## config.mk

```make
export PLATFORM = sky130hd
export DESIGN_NAME = rll_seq_key_unit_flat
export DESIGN_NICKNAME = d
export VERILOG_FILES = /design/src/rtl/rll_seq_key_unit_if.sv /design/src/rtl/rll_seq_key_unit.sv /design/src/flat_wrapper.sv
export SDC_FILE = /design/constraint.sdc
export NUM_CORES = 1
export LEC_CHECK = 0
export ABC_AREA = 1
export CAP_MARGIN = 20
export CELL_PAD_IN_SITES_DETAIL_PLACEMENT = 0
export CELL_PAD_IN_SITES_GLOBAL_PLACEMENT = 2
export CORE_UTILIZATION = 27
export CTS_BUF_LIST = sky130_fd_sc_hd__clkbuf_8
export DETAILED_ROUTE_END_ITERATION = 10
export GPL_ROUTABILITY_DRIVEN = 1
export HOLD_SLACK_MARGIN = 0.08
export PLACE_DENSITY = 0.82
export SLEW_MARGIN = 30
export SYNTH_ARGS = -nofsm -noshare
export SYNTH_HDL_FRONTEND = slang
export SYNTH_SLANG_ARGS = --single-unit
```

## constraint.sdc

```tcl
create_clock -name clk -period 2.09 [get_ports clk]
set_clock_uncertainty 0.15 [all_clocks]
set_input_delay 0.209 -clock clk [delete_from_list [all_inputs] [get_ports clk]]
set_output_delay 0.209 -clock clk [all_outputs]
set_load 0.01 [all_outputs]
```

## src/rtl/rll_seq_key_unit_if.sv

```systemverilog
// Key-provisioning handshake and locked datapath bundle for rll_seq_key_unit.
// master drives key/data requests; slave (the unit) returns status and gated data.
interface rll_seq_key_unit_if #(
  parameter int DATA_W = 32
) ();
  logic              key_start;
  logic              key_valid;
  logic              key_bit;
  logic              key_ready;
  logic              armed;
  logic              key_err;
  logic              din_valid;
  logic [DATA_W-1:0] din;
  logic              dout_valid;
  logic [DATA_W-1:0] dout;

  modport master (
    output key_start, key_valid, key_bit, din_valid, din,
    input  key_ready, armed, key_err, dout_valid, dout
  );

  modport slave (
    input  key_start, key_valid, key_bit, din_valid, din,
    output key_ready, armed, key_err, dout_valid, dout
  );
endinterface

```

## src/rtl/rll_seq_key_unit.sv

```systemverilog
// Serial-load XOR key-gate lock: 1-cycle datapath, key bits accepted while key_ready is high.
// Optional RLL_KEY_PARITY_EN adds a trailing even-parity bit check with a sticky key_err.
module rll_seq_key_unit #(
  parameter int               KEY_W   = 32,
  parameter int               DATA_W  = 32,
  parameter logic [KEY_W-1:0] KEY_POL = '0
) (
  input  logic                 clk,
  input  logic                 rst,
  rll_seq_key_unit_if.slave    bus
);

  localparam int CW = $clog2(KEY_W + 1);

  typedef enum logic [2:0] {
    IDLE,
    LOAD,
`ifdef RLL_KEY_PARITY_EN
    PAR,
`endif
    ARMED,
    ERR
  } state_t;

  state_t            state_q;
  logic [KEY_W-1:0]  key_q;
  logic [CW-1:0]     cnt_q;
  logic              key_ready_q;
  logic              armed_q;
  logic              key_err_q;
  logic [KEY_W-1:0]  ek;
  logic [DATA_W-1:0] mask_d;
  logic [DATA_W-1:0] dout_q;
  logic              dout_valid_q;

  always_ff @(posedge clk or posedge rst) begin
    if (rst) begin
      state_q     <= IDLE;
      key_q       <= '0;
      cnt_q       <= '0;
      key_ready_q <= 1'b0;
      armed_q     <= 1'b0;
      key_err_q   <= 1'b0;
    end else if (bus.key_start) begin
      // key_start wins over any key bit offered in the same cycle
      state_q     <= LOAD;
      key_q       <= '0;
      cnt_q       <= '0;
      key_ready_q <= 1'b1;
      armed_q     <= 1'b0;
      key_err_q   <= 1'b0;
    end else begin
      case (state_q)
        LOAD: begin
          if (bus.key_valid && key_ready_q) begin
            for (int i = 0; i < KEY_W; i++) begin
              if (cnt_q == CW'(i)) key_q[i] <= bus.key_bit;
            end
            cnt_q <= cnt_q + CW'(1);
            if (cnt_q == CW'(KEY_W - 1)) begin
`ifdef RLL_KEY_PARITY_EN
              state_q     <= PAR;
`else
              state_q     <= ARMED;
              key_ready_q <= 1'b0;
              armed_q     <= 1'b1;
`endif
            end
          end
        end
`ifdef RLL_KEY_PARITY_EN
        PAR: begin
          if (bus.key_valid && key_ready_q) begin
            key_ready_q <= 1'b0;
            if (bus.key_bit == ^key_q) begin
              state_q <= ARMED;
              armed_q <= 1'b1;
            end else begin
              state_q   <= ERR;
              key_q     <= '0;
              key_err_q <= 1'b1;
            end
          end
        end
`endif
        default: ;
      endcase
    end
  end

  // Only a completed, accepted key reaches the gates; anything else looks like all-zero.
  assign ek = (state_q == ARMED) ? key_q : '0;

  always_comb begin
    mask_d = '0;
    for (int i = 0; i < DATA_W; i++) begin
      mask_d[i] = ek[i % KEY_W] ^ KEY_POL[i % KEY_W];
    end
  end

  always_ff @(posedge clk or posedge rst) begin
    if (rst) begin
      dout_q       <= '0;
      dout_valid_q <= 1'b0;
    end else begin
      dout_valid_q <= bus.din_valid;
      if (bus.din_valid) dout_q <= bus.din ^ mask_d;
    end
  end

  assign bus.key_ready  = key_ready_q;
  assign bus.armed      = armed_q;
`ifdef RLL_KEY_PARITY_EN
  assign bus.key_err    = key_err_q;
`else
  assign bus.key_err    = 1'b0;
`endif
  assign bus.dout       = dout_q;
  assign bus.dout_valid = dout_valid_q;

endmodule

```

## src/flat_wrapper.sv

```systemverilog
// flat-port wrapper written by rule: the top's interface ports become plain ports
module rll_seq_key_unit_flat 
#(
  parameter int               KEY_W   = 32,
  parameter int               DATA_W  = 32,
  parameter logic [KEY_W-1:0] KEY_POL = '0
)
  (clk, rst, bus_key_start, bus_key_valid, bus_key_bit, bus_din_valid, bus_din, bus_key_ready, bus_armed, bus_key_err, bus_dout_valid, bus_dout);
  rll_seq_key_unit_if #(.DATA_W(DATA_W)) bus_i ();
  input  logic clk;
  input  logic rst;
  input wire logic [$bits(bus_i.key_start)-1:0] bus_key_start;
  input wire logic [$bits(bus_i.key_valid)-1:0] bus_key_valid;
  input wire logic [$bits(bus_i.key_bit)-1:0] bus_key_bit;
  input wire logic [$bits(bus_i.din_valid)-1:0] bus_din_valid;
  input wire logic [$bits(bus_i.din)-1:0] bus_din;
  output wire logic [$bits(bus_i.key_ready)-1:0] bus_key_ready;
  output wire logic [$bits(bus_i.armed)-1:0] bus_armed;
  output wire logic [$bits(bus_i.key_err)-1:0] bus_key_err;
  output wire logic [$bits(bus_i.dout_valid)-1:0] bus_dout_valid;
  output wire logic [$bits(bus_i.dout)-1:0] bus_dout;
  assign bus_i.key_start = bus_key_start;
  assign bus_i.key_valid = bus_key_valid;
  assign bus_i.key_bit = bus_key_bit;
  assign bus_i.din_valid = bus_din_valid;
  assign bus_i.din = bus_din;
  assign bus_key_ready = bus_i.key_ready;
  assign bus_armed = bus_i.armed;
  assign bus_key_err = bus_i.key_err;
  assign bus_dout_valid = bus_i.dout_valid;
  assign bus_dout = bus_i.dout;
  rll_seq_key_unit #(.KEY_W(KEY_W), .DATA_W(DATA_W), .KEY_POL(KEY_POL)) u_core (.clk(clk), .rst(rst), .bus(bus_i));
endmodule
```

* After elaboration in Yosys (flattened, before gate mapping) *
Index checks and enable logic that the tools add are counted.

operators by class
  add/subtract/negate cells = 1
  equality and inequality tests = 33
  multiplexer cells = 51
  bitwise operators = 1
  reduce and logical (&&, ||, !) cells = 69

operators with widths
  kind                                                 number
  two-way mux 32 bit                                   4
  equality test 6 x 5 -> 1 bit, second input constant  16
  AND reduction 3 bit                                  32
  nonzero test 2 bit                                   34
  equality test 6 x 4 -> 1 bit, second input constant  8
  two-way mux 1 bit                                    40
  bitwise XOR 32 bit                                   1
  equality test 6 x 3 -> 1 bit, second input constant  4
  two-way mux 6 bit                                    3
  equality test 6 x 2 -> 1 bit, second input constant  2
  two-way mux 3 bit                                    4
  adder 6 x 1 -> 6 bit, second input constant          1
  equality test 6 x 1 -> 1 bit, second input constant  1
  zero test 6 bit                                      1
  equality test 3 x 1 -> 1 bit, second input constant  1
  equality test 3 x 2 -> 1 bit, second input constant  1
  AND reduction 2 bit                                  1
  logical AND 1 bit                                    1

word-level totals
  register bits after elaboration = 76
  output and inout bits = 36
  logic and storage cells = 193

* Longest topological paths before layout *
  depth in word-level cells = 5
  mapped depth = 8
  mapped depth without buffers = 8

* Worst setup path before layout *
No wires, ideal clock.

  kind = register to register
  start point = reg u_core.state_q[1]
  end point = reg u_core.key_q[24]
  arrival time = 1147 ps
  required time = 1827 ps
  setup slack = 679 ps
  stages on the path, launching flop included = 8
  buffers on the path = 1
  period minus slack after synthesis = 1411 ps
  cell sequence = dfrtp_1 -> inv_1 -> nand3_4 -> nor2_4 -> buf_6 -> nand3_1 -> nand2_1 -> inv_1

on the way
  longest elaborated chain between the ends = 3

RTL lines
  item                                  line                    text
  start, declared                       rll_seq_key_unit.sv:25  state_t state_q;
  start signal, assigned                rll_seq_key_unit.sv:38  state_q <= IDLE;
  start signal, assigned                rll_seq_key_unit.sv:46  state_q <= LOAD;
  start signal, assigned                rll_seq_key_unit.sv:64  state_q <= ARMED;
  equality test 3 x 1 -> 1 bit          rll_seq_key_unit.sv:53  case (state_q)
  nonzero test 2 bit (no source line)   -
  AND reduction 3 bit (no source line)  -
  end signal, assigned by index         rll_seq_key_unit.sv:57  if (cnt_q == CW'(i)) key_q[i] <= bus.key_bit;
  end, declared                         rll_seq_key_unit.sv:26  logic [KEY_W-1:0] key_q;

No other way between the ends.
A chain may end at the register's enable or synchronous reset.

==> reports/metrics.csv <==
stage,metric,value,unit
status,status,"complete, no violations",
setup_path,slowest_stage,clkdlybuf4s50_1,
grt,grt_usage,13.46,%
power_and_ir_drop,cellPowerDensity,615.0,mW/mm^2
power_and_ir_drop,p_switching,0.0009023,W
clock_network,postCtsHoldBufs,0,
power_and_ir_drop,power_leakage,2.806,nW
synthesis,avgSynthCellArea,6.810,sq um
drt,vias,3727,
timing,worstMarginPinSlew,602.9,ps
grt,grt_max_degree,74,
placement,portBuffers,72,
clock_network,cts_buffer_depth,2,
setup_path,worstSetupStartpointType,register,
floorplan,initial_core_util,27.61,%
floorplan,die_w,126.4,um
timing,finalSetupViolCount,0,
floorplan,core-area,0.01515,sq mm
grt,overflow,0,
power_and_ir_drop,power.share.clock,35.2,%
timing,grt_setup_unrepaired,no,
grt,grt_pass1_vias,3427,
power_and_ir_drop,vdd_drop_max,0.0002555,V
placement,place_congestion,0.7936,
timing,setup_tns,0,ps
grt,grt_pass1_wl,16.84,mm
grt,antenna_found_initial,0,
synthesis,yosys_register_bits,73,
setup_path,path_buf_inv,1,
flow_run,drv_cap,0,
drt,wl_per_cell,11.41,um
drt,vias_per_cell,4.299,
timing,slew_viol_final,0,
timing,max_freq,550.0,MHz
synthesis,syn_area,0.004182,sq mm
clock_network,cts_resized,0,
clock_network,clk_latency,360,ps
power_and_ir_drop,power_frac_comb,16.5,%
drt,wl_met3,331,um
clock_network,cts_made_buffers,9,
power_and_ir_drop,power.share.sequential,48.3,%
clock_network,clk_pin_slew,80,ps
synthesis,synthCells,614,
timing,period_needed,1818,ps
placement,dp_hpwl,6.895,mm
final_layout,layout.nets,717,
setup_path,required,1730,ps
drt,route.antenna.remaining_nets,0,
clock_network,clock_sinks,73,
drt,dr_wl_met2,4.477,mm
setup_path,end_kind,primary output,
final_layout,syn2layout_area_growth,25.43,%
floorplan,io-pin-count,74,
power_and_ir_drop,swShare,27.97,%
clock_network,clockRootBuffer,clkbuf_8,
clock_network,post_cts_buffers,0,
timing,fin_crit_sh,86.99,%
timing,maxSlewHeadroom,59.81,%
floorplan,die_y,126.4,um
setup_path,slowest_delay,590,ps
drt,detail_route.wirelength,9.891,mm
placement,dpl_cell_area,0.005049,sq mm
drt,remaining_drc_errors,0,
final_layout,final_cell_area,0.005245,sq mm
final_layout,drive_above_1_share,4.860,%
placement,placed_cells,851,
setup_path,path_cells,clkdlybuf4s50_1,
setup_path,crit_fanout,4,
setup_path,arrival,1460,ps
drt,top_layer,met4,
final_layout,fill_cells,1595,
final_layout,final_util,34.63,%
final_layout,layout.cells.non_filler,867,
synthesis,ys_seq_area_share,43.69,%
setup_path,crit_type,reg2out,
clock_network,cts_max_level,3,
hold_path,hold_class,in2async,
clock_network,cts_tree,built,
drt,first_iter_violations,185,
timing,finalHoldViolations,0,
drt,route.layer.met1.wl,4.880,mm
floorplan,die_area,0.01599,sq mm
setup_path,cpLargestDelayFamily,buffers and inverters,
drt,drtPass1Iterations,5,
synthesis,yosys_warnings,0,
power_and_ir_drop,intPower,0.002324,W
floorplan,rows,45,
timing,whs,147.0,ps
synthesis,synth_cell_types,23,
final_layout,diodes,0,
synthesis,syn_nets,657,
==> synthesized netlist by cell type (all sizes together) <==
cell      n  area, sq um
xor2      1        8.760
buf      20        151.4
conb      1        3.750
inv      87        326.6
nand3    79        412.9
a21oi    34        170.2
dfrtp    73         1827
clkbuf   10        38.78
nand2   239        904.6
nor2     61        254.0
o21ai     3        15.01
ha        5        62.56
nand4     1        6.260
==> cell families (layout without fill, tap and decap cells) <==
| logic type | Yosys count | in the layout | synth area share (%) |
|---|---|---|---|
| AO/OA/AOI/OAI | 37 | 37 | 4.428 |
| XOR/XNOR | 1 | 1 | 0.2095 |
| adder cells (fa/ha/maj) | 5 | 5 | 1.496 |
| buffers and inverters | 117 | 182 | 12.36 |
| flip-flops | 73 | 73 | 43.69 |
| other | 1 | 1 | 0.08968 |
| AND/OR/NAND/NOR | 380 | 380 | 37.73 |
==> power by group through the flow <==
stage / clock (W) / sequential, W / combinational [W]
final: 0.00113 / 0.00156 / 0.000532
after global routing: 0.00124 / 0.00157 / 0.000607
after CTS: 0.00119 / 0.00156 / 0.000542
after detailed placement: 0 / 0.00159 / 0.000539
after global placement: 0 / 0.00158 / 0.000533
after floorplan: 0 / 0.00160 / 0.000260
==> sequential cells by signal, indices dropped and copies added, names as in the netlist <==
register	count
u_core.cnt_q	6
u_core.bus.dout_valid	1
u_core.bus.dout	32
u_core.key_q	32
u_core.state_q	2
==> final timing paths <==
check	from	end	slack, ps	cells past startpoint
worst min-delay path	rst	u_core.bus.dout_valid	150	3
worst max-delay path	u_core.state_q[0]	bus_key_ready	270	1
min in group clk	bus_din_valid	u_core.bus.dout_valid	220	2
worst min register to register	u_core.bus.dout[1]	u_core.bus.dout[1]	370	2
worst max register to register	u_core.cnt_q[0]	u_core.key_q[30]	410	7
max in group asynchronous	rst	u_core.bus.dout[7]	1320	3
==> area by class of cell <==
class	count	area, sq um	share of cell area (%)
Inverter	87	330.3	6.298
Timing Repair Buffer	79	818.3	15.60
Multi-Input combinational cell	424	1838	35.04
Sequential cell	73	1827	34.83
Clock buffer	10	137.6	2.624
Clock inverter	6	58.81	1.121
Tap cell	188	235.2	4.485
==> cells in the final DEF (no fill, tap or decap), types with 2 or more instances in the layout <==
| cell type | n |
|---|---|
| clkinv_2 | 2 |
| buf_12 | 4 |
| clkbuf_8 | 10 |
| ha_1 | 5 |
| nand2_1 | 238 |
| clkdlybuf4s50_1 | 71 |
| nand3_1 | 77 |
| inv_2 | 2 |
| a21oi_1 | 34 |
| dfrtp_1 | 73 |
| inv_1 | 85 |
| o21ai_0 | 3 |
| nor2_4 | 3 |
| nor2_1 | 57 |
| buf_4 | 3 |
| clkinvlp_4 | 3 |
==> worst reg2reg max path: stages (launching register included) <==
cell and delay [ps]:
dfrtp_1 460, inv_1 150, ha_1 250, inv_1 60
nor2_1 270, nand3_1 120, nand2_1 80, inv_1 40
==> per-stage QoR <==
| stage | total power, W | setup slack [ps] |
|---|---|---|
| 5_1_grt | 0.003423 | 218.0 |
| 3_3_place_gp | 0.002116 | 396.7 |
| 4_1_cts | 0.003296 | 247.1 |
| 6_report | 0.003226 | 271.9 |
| 2_1_floorplan | 0.001860 | 679.5 |
| 3_5_place_dp | 0.002127 | 382.5 |
==> layer usage <==
metal | track usage [%] | up-vias
li1 | - | 1980
met2 | 21.84 | 70
met1 | 17.25 | 1666
met3 | 2.404 | 11
met5 | 0 | -
met4 | 6.733 | 0
Note: power is estimated with default switching activity, not from simulation.
